File: src/rtl/fetch_unit.sv
// Fetch stage: owns the PC, issues one instruction-memory request at a time and
// feeds {inst_f, PC_f, valid_f} to decode through an output slot backed by a one-entry skid.
module fetch_unit #(
   parameter logic [31:0] RESET_PC = 32'h0100_0000,
   parameter logic [31:0] NOP_INST = 32'h0000_0013
) (
   input  logic        clk,
   input  logic        rst_n,
   output logic        imem_req_valid,
   input  logic        imem_req_ready,
   output logic [31:0] imem_addr,
   input  logic        imem_rsp_valid,
   input  logic [31:0] imem_rsp_data,
   input  logic        redirect_valid,
   input  logic [31:0] redirect_pc,
   input  logic        stall_d,
   output logic [31:0] PC_f,
   output logic [31:0] inst_f,
   output logic        valid_f,
   output logic [1:0]  o_dbg_state
);

   typedef enum logic [1:0] {
      S_REQ   = 2'd0,
      S_WAIT  = 2'd1,
      S_DRAIN = 2'd2
   } state_t;

   state_t      r_state;
   logic [31:0] r_pc;
   logic [31:0] r_pc_inflight;
   logic        r_skid_valid;
   logic [31:0] r_skid_pc;
   logic [31:0] r_skid_inst;
   logic [31:0] r_pc_f;
   logic [31:0] r_inst_f;
   logic        r_valid_f;

   logic        w_accept;
   logic        w_consume;
   logic        w_rsp_live;
   logic        w_slot_free;
   logic [31:0] w_redirect_tgt;
   logic        w_unused_bits;

   // Handshake: a request transfers on a rising edge where imem_req_valid and
   // imem_req_ready are both high; while valid waits for ready, imem_addr holds.
   // Responses have no backpressure and only the one in WAIT is kept.
   assign imem_req_valid = rst_n & (r_state == S_REQ) & ~r_skid_valid;
   assign imem_addr      = r_pc;
   assign w_accept       = imem_req_valid & imem_req_ready;
   assign w_consume      = r_valid_f & ~stall_d;
   assign w_rsp_live     = (r_state == S_WAIT) & imem_rsp_valid;
   assign w_slot_free    = ~r_valid_f | w_consume;
   assign w_redirect_tgt = {redirect_pc[31:2], 2'b00};
   assign w_unused_bits  = ^redirect_pc[1:0];

   assign PC_f        = r_pc_f;
   assign inst_f      = r_inst_f;
   assign valid_f     = r_valid_f;
   assign o_dbg_state = r_state;

   always_ff @(posedge clk or negedge rst_n) begin
      if (!rst_n) begin
         r_state       <= S_REQ;
         r_pc          <= RESET_PC;
         r_pc_inflight <= RESET_PC;
         r_skid_valid  <= 1'b0;
         r_skid_pc     <= RESET_PC;
         r_skid_inst   <= NOP_INST;
         r_pc_f        <= RESET_PC;
         r_inst_f      <= NOP_INST;
         r_valid_f     <= 1'b0;
      end else if (redirect_valid) begin
         r_pc         <= w_redirect_tgt;
         r_valid_f    <= 1'b0;
         r_inst_f     <= NOP_INST;
         r_skid_valid <= 1'b0;
         // Any request already accepted for the old path must be swallowed.
         case (r_state)
            S_REQ:   r_state <= w_accept ? S_DRAIN : S_REQ;
            S_WAIT:  r_state <= imem_rsp_valid ? S_REQ : S_DRAIN;
            S_DRAIN: r_state <= imem_rsp_valid ? S_REQ : S_DRAIN;
            default: r_state <= S_REQ;
         endcase
      end else begin
         case (r_state)
            S_REQ: begin
               if (w_accept) begin
                  r_state       <= S_WAIT;
                  r_pc_inflight <= r_pc;
               end
            end
            S_WAIT: begin
               if (imem_rsp_valid) begin
                  r_state <= S_REQ;
                  r_pc    <= r_pc_inflight + 32'd4;
               end
            end
            S_DRAIN: begin
               if (imem_rsp_valid) r_state <= S_REQ;
            end
            default: r_state <= S_REQ;
         endcase

         // The skid entry is always older than a same-cycle response.
         if (w_slot_free) begin
            if (r_skid_valid) begin
               r_pc_f    <= r_skid_pc;
               r_inst_f  <= r_skid_inst;
               r_valid_f <= 1'b1;
               if (w_rsp_live) begin
                  r_skid_pc   <= r_pc_inflight;
                  r_skid_inst <= imem_rsp_data;
               end else begin
                  r_skid_valid <= 1'b0;
               end
            end else if (w_rsp_live) begin
               r_pc_f    <= r_pc_inflight;
               r_inst_f  <= imem_rsp_data;
               r_valid_f <= 1'b1;
            end else if (w_consume) begin
               r_valid_f <= 1'b0;
               r_inst_f  <= NOP_INST;
            end
         end else if (w_rsp_live) begin
            r_skid_valid <= 1'b1;
            r_skid_pc    <= r_pc_inflight;
            r_skid_inst  <= imem_rsp_data;
         end
      end
   end

endmodule
File: config.mk
export PLATFORM = sky130hd
export DESIGN_NAME = fetch_unit
export DESIGN_NICKNAME = d
export VERILOG_FILES = /design/src/rtl/fetch_unit.sv
export SDC_FILE = /design/constraint.sdc
export NUM_CORES = 1
export LEC_CHECK = 0
export CAP_MARGIN = 10
export CORE_ASPECT_RATIO = 1.4
export CORE_MARGIN = 3
export CORE_UTILIZATION = 40
export DETAILED_ROUTE_END_ITERATION = 8
export HOLD_SLACK_MARGIN = 0.05
export PLACE_DENSITY_LB_ADDON = 0.2
export RECOVER_POWER = 100
export SETUP_SLACK_MARGIN = 0.2
export SLEW_MARGIN = 30
export SYNTH_ARGS = -nofsm -noshare
export SYNTH_HDL_FRONTEND = slang
export SYNTH_SLANG_ARGS = --single-unit
File: constraint.sdc
create_clock -name clk -period 2.6 [get_ports clk]
set_clock_uncertainty 0.15 [all_clocks]
set_input_delay 0.52 -clock clk [delete_from_list [all_inputs] [get_ports clk]]
set_output_delay 0.52 -clock clk [all_outputs]
set_load 0.01 [all_outputs]
# Word level (Yosys, flattened, before mapping)
# Index checks and enable logic that the tools add are counted.
[word_totals] ff_bits=196 elab_cells=72
[classes] n_reduce_logical=14 bitwise=10 add_sub_neg=1 n_mux=33 n_eq_ne=5
[op_table] operator="$mux 32" n=16
[op_table] operator="$add 32x3->32 const B" n=1
[op_table] operator="$mux 1" n=10
[op_table] operator="$mux 2" n=5
[op_table] operator="$pmux 2 s2" n=2
[op_table] operator="$reduce_and 2->1" n=4
[op_table] operator="$reduce_bool 2->1" n=4
[op_table] operator="$reduce_and 3->1" n=2
[op_table] operator="$and 1x1->1" n=5
[op_table] operator="$not 1->1" n=4
[op_table] operator="$reduce_bool 4->1" n=1
[op_table] operator="$ne 3x1->1 const B" n=1
[op_table] operator="$ne 3x3->1 const B" n=1
[op_table] operator="$reduce_bool 3->1" n=1
[op_table] operator="$eq 2x1->1 const B" n=1
[op_table] operator="$eq 2x2->1 const B" n=1
[op_table] operator="$logic_not 2->1" n=1
[op_table] operator="$ne 2x2->1 const B" n=1
[op_table] operator="$reduce_or 2->1" n=1
[op_table] operator="$or 1x1->1" n=1

# Depth between registers and ports, before layout
[depth] depth_word=7 ltp_mapped=10 depth_no_buf=7

# Least setup slack after synthesis
# No wires, ideal clock.
[synth_path] kind="reg2reg" start="register r_state[1] (netlist: o_dbg_state[1])" end="register r_inst_f[1] (netlist: inst_f[1])" slack_ns=0.355 path_buffers=2 synth_period_minus_slack_ns=2.245 setup_ns=0.082 path_stages_with_launch=9 required_ns=2.368 arrival_ns=2.013 path_cell_list="dfrtp_1 inv_1 ha_1 and2_1 buf_2 or3_1 a21oi_2 buf_4 mux2_2"
[synth_via] elab_chain_len=6 word_cells_on_any_way=8 classes_between="eq/ne (1); mux (4); bitwise (1); reduce/logical (2)"
[synth_rtl] item="start: declaration" line_no="29" rtl="state_t r_state;"
[synth_rtl] item="start signal: assignment" line_no="81" rtl="S_REQ: r_state <= w_accept ? S_DRAIN : S_REQ;"
[synth_rtl] item="start signal: assignment" line_no="82" rtl="S_WAIT: r_state <= imem_rsp_valid ? S_REQ : S_DRAIN;"
[synth_rtl] item="start signal: assignment" line_no="83" rtl="S_DRAIN: r_state <= imem_rsp_valid ? S_REQ : S_DRAIN;"
[synth_rtl] item="$eq 2x1->1 *" line_no="53" rtl="assign w_rsp_live = (r_state == S_WAIT) & imem_rsp_valid;"
[synth_rtl] item="$and 1x1->1 *" line_no="53"
[synth_rtl] item="$mux 32" line_no="118" rtl="end else if (w_rsp_live) begin"
[synth_rtl] item="$mux 32" line_no="108" rtl="if (r_skid_valid) begin"
[synth_rtl] item="$mux 32" line_no="107" rtl="if (w_slot_free) begin"
[synth_rtl] item="$mux 32" line_no="74" rtl="end else if (redirect_valid) begin"
[synth_rtl] item="end signal: assignment" line_no="110" rtl="r_inst_f <= r_skid_inst;"
[synth_rtl] item="end signal: assignment" line_no="120" rtl="r_inst_f <= imem_rsp_data;"
[synth_rtl] item="end: declaration" line_no="36" rtl="logic [31:0] r_inst_f;"
# Mark *: on every way between the ends. The rest lies on a longest branch, timed or not. The select of a mux whose other input is x is not followed.
# A chain may end at the register's enable or synchronous reset.

# Worst setup path in the final report
[layout_path] start="register r_state[1] (netlist: o_dbg_state[1])" end="output port imem_req_valid"
[layout_via] elab_chain_len=3
[layout_rtl] item="$logic_not 2->1" line_no="49" rtl="assign imem_req_valid = rst_n & (r_state == S_REQ) & ~r_skid_valid;"
[layout_rtl] item="$and 1x1->1 (2 in series)" line_no="49"
[layout_rtl] item="end: declaration" line_no="9" rtl="output logic imem_req_valid,"
# No other way between the ends.

==> results_dict.tcl <==
set metrics [dict create \
    initial_core_util 0.408 \
    grt_use_met2 0.306 \
    finalWirelength_mm 21.1 \
    endpoint_kind "output port" \
    synth_compound_area_frac 0.103 \
    clkSlewWorstSetupHoldPaths_ps 70 \
    die_area_um2 24300 \
    synth-adder-area-share 0.00559 \
    start_kind "flip-flop" \
    slew_headroom 0.353 \
    detail_route.first_pass.iterations 4 \
    worst-path-buf-inv 2 \
    core_area_um2 21900 \
    hp-class "input pin to async pin" \
    die_h_um 183 \
    power_switching_mw 2.81 \
    drcViolationCount 0 \
    p_int_mw 6.28 \
    rsz0062_at_grt "no" \
    netlist.area_leader.share 0.519 \
    cts_resized 3 \
    cts_tree "done" \
    drtAntennaViolNets 0 \
    vias_per_cell 5.09 \
    synth-seq-cells 196 \
    synth.mux.area_fraction 0.161 \
    rr_worst_depth 7 \
    nets 1008 \
    synth.area.top_cells "dfrtp_1 (52%), mux2_2 (12%), nand2_1 (5.2%), o21ai_0 (4.5%), mux2i_1 (4.0%)" \
    synth_edf_count 0 \
    cp_top_family "flip-flops" \
    reg2reg_to "r_skid_pc[21]" \
    fin_crit_ps 2320 \
    critical-path-max-stage-delay_ps 420 \
    synthXorXnorAreaFrac 0.0225 \
    status "finished clean" \
    clock_power_share 0.308 \
    synthFlopType "dfrtp_1" \
    setup_violations 0 \
    cts_root_buf "clkbuf_16" \
    fmax_ghz 0.431 \
    crit_chain "inv_1 > ha_1 > and3b_1 > clkdlybuf4s15_2" \
    met3_usage 0.0343 \
    period_share 0.892 \
    clk_latency_ps 430 \
    switching_share 0.309 \
    numCtsBuffers 17 \
    combPwrFrac 0.233 \
    clockBufferDepth 2 \
    io_pins 170 \
    multi_input_area_um2 3630 \
    hold_viol_final 0 \
    postCtsSetupBuffers 0 \
    antenna_found_initial 0 \
    io_buffers 167 \
    track_usage 0.181 \
    grt_util_met1 0.243 \
    cts_max_level 4 \
    insertedDiodeCount 0 \
    grt_max_degree 139 \
    grt_overflow_total 0 \
    r2r_start "o_dbg_state[1]" \
    slew_violations 0 \
    cp_data_arrival_time_ps 1650 \
    final_util 0.526 \
    grt_pass1_vias 6425 \
    synth-simple-area-share 0.116 \
    vdd_drop_max_mv 0.496 \
    worstMarginPinSlew_ps 971 \
    syn_to_final_growth_pct 28.9 \
    drt_iter0_markers 283 \
    drive_gt1_frac 0.194 \
    post-dp-hpwl_mm 14.4 \
    hold_buffers 0 \
    r2r_slack_ps 310 \
    ys_seq_area_frac 0.549 \
    leakagePower_nw 5.02 \
    syn-num-nets 851 \
    ys_warn_count 0 \
    worstPathMaxFanout 4 \
    placed_area_um2 11000 \
    critPathRequiredTime_ps 1930 \
    synthDistinctLibCells 53 \
    grt_pass1_wl_mm 35.1 \
    place.gp.congestion 0.728 \
    holdWs_ps 195 \
    p_seq_frac 0.458 \
    cts_sinks 196 \
    yosysTopAreaCell "dfrtp_1" \
    path_class "flip-flop to output port" \
    stdcell_area_um2 11500 \
    n_fill_cell 2059 \
    tns_ps 0 \
    seq_area_um2 4920 \
    async_reset_ff_frac 1.00 \
    die_w_um 132 \
    wl_per_cell_um 17.0 \
    num_rows 64 \
    syn-cell-area_um2 8960 \
    syn_inst 777 \
    power_density_nw_per_um2 787 \
    synth_top_family_by_area "multiplexers" \
    cp_slowest_cell "dfrtp_1" \
    busiest_layer "met2" \
    maxCapViolCount 0 \
    dr_total_vias 6332 \
    syn_area_per_cell_um2 11.5 \
]
==> kinds of logic (layout without fill, tap and decap cells) <==
logic type	after synthesis	in the layout
muxes	132	132
and+or+nand+nor	208	208
DFF	196	196
AOI/OAI and AO/OA	151	151
adders and majority gates	4	4
xor gates and xnor gates	23	23
buffers and inverters	63	233
==> synth_stat cells (6+ instances only) <==
cell type,instances
nor2_1,18
xnor2_1,16
o21ai_0,81
mux2i_1,36
dfrtp_1,186
xor2_1,7
inv_1,6
buf_2,17
nor3_1,8
mux2_2,96
o221ai_1,11
clkbuf_8,6
a22oi_1,29
nand2_1,123
clkbuf_1,22
a21oi_1,15
nand3_1,12
dfstp_2,10
==> metrics by stage <==
step	power (mW)	std cells	setup slack, ps
detailed placement	6.52	1212	105
global placement	6.49	1212	115
floorplan	5.41	777	355
finish	9.08	1244	282
CTS	9.35	1244	229
global route	9.65	1244	104
==> worst max-delay path by stage <==
stage,start,end,slack [ps],depth (start not counted)
final,o_dbg_state[1],imem_req_valid,280,4
after global routing,o_dbg_state[1],inst_f[2],100,9
after CTS,o_dbg_state[1],imem_req_valid,230,4
after detailed placement,imem_rsp_valid,inst_f[4],110,5
after global placement,imem_rsp_valid,inst_f[4],120,5
after floorplan,o_dbg_state[1],inst_f[1],360,8
==> layout by cell type, fill, tap and decap left out, drive strengths merged, types with 4 or more instances in the layout <==
master,instances
clkinvlp,4
dfrtp,186
dlygate4sd3,99
nand2,123
a21oi,16
buf,23
o221ai,13
nor3b,5
o21ai,82
xnor2,16
or3,6
a22oi,29
nand3,12
o31ai,4
nor3,9
mux2i,36
ha,4
nor2,19
nor4,8
xor2,7
dfstp,10
and4,4
and3,5
clkbuf,25
inv,13
mux2,96
nand4,9
clkdlybuf4s50,65
==> power by group through the flow <==
stage	clock network (mW)	logic, mW	registers [mW]
finish	2.80	2.12	4.16
global route	3.01	2.38	4.26
CTS	2.88	2.28	4.19
detailed placement	0	2.27	4.25
global placement	0	2.25	4.23
floorplan	0	1.27	4.14
==> metal layers <==
metal / vias up / wire length [um]
li1: 3068 / -
met2: 131 / 10500
met5: - / 0
met4: 0 / 195
met1: 3122 / 9680
met3: 11 / 704
==> registers in the layout, indices dropped and copies added (netlist names) <==
| register | cells |
|---|---|
| o_dbg_state | 2 |
| r_skid_pc | 32 |
| r_skid_valid | 1 |
| r_skid_inst | 32 |
| imem_addr | 32 |
| inst_f | 32 |
| PC_f | 32 |
| valid_f | 1 |
| r_pc_inflight | 32 |
==> worst register-to-register path, cell delays in order (launching register included) <==
cell	delay, ps
dfrtp_1	420
inv_1	110
ha_1	170
and2_0	260
nand2b_2	120
nor2_4	170
clkbuf_2	390
mux2_2	390
==> area by class of cell <==
cell class / instances / area share
timing repair buffer: 195 / 0.171
multi-input combinational: 518 / 0.315
tap: 297 / 0.0322
clock buffer: 18 / 0.0380
clock inverter: 14 / 0.0164
sequential: 196 / 0.426
inverter: 6 / 0.00195
No activity file was read; power rests on OpenSTA's default activity.
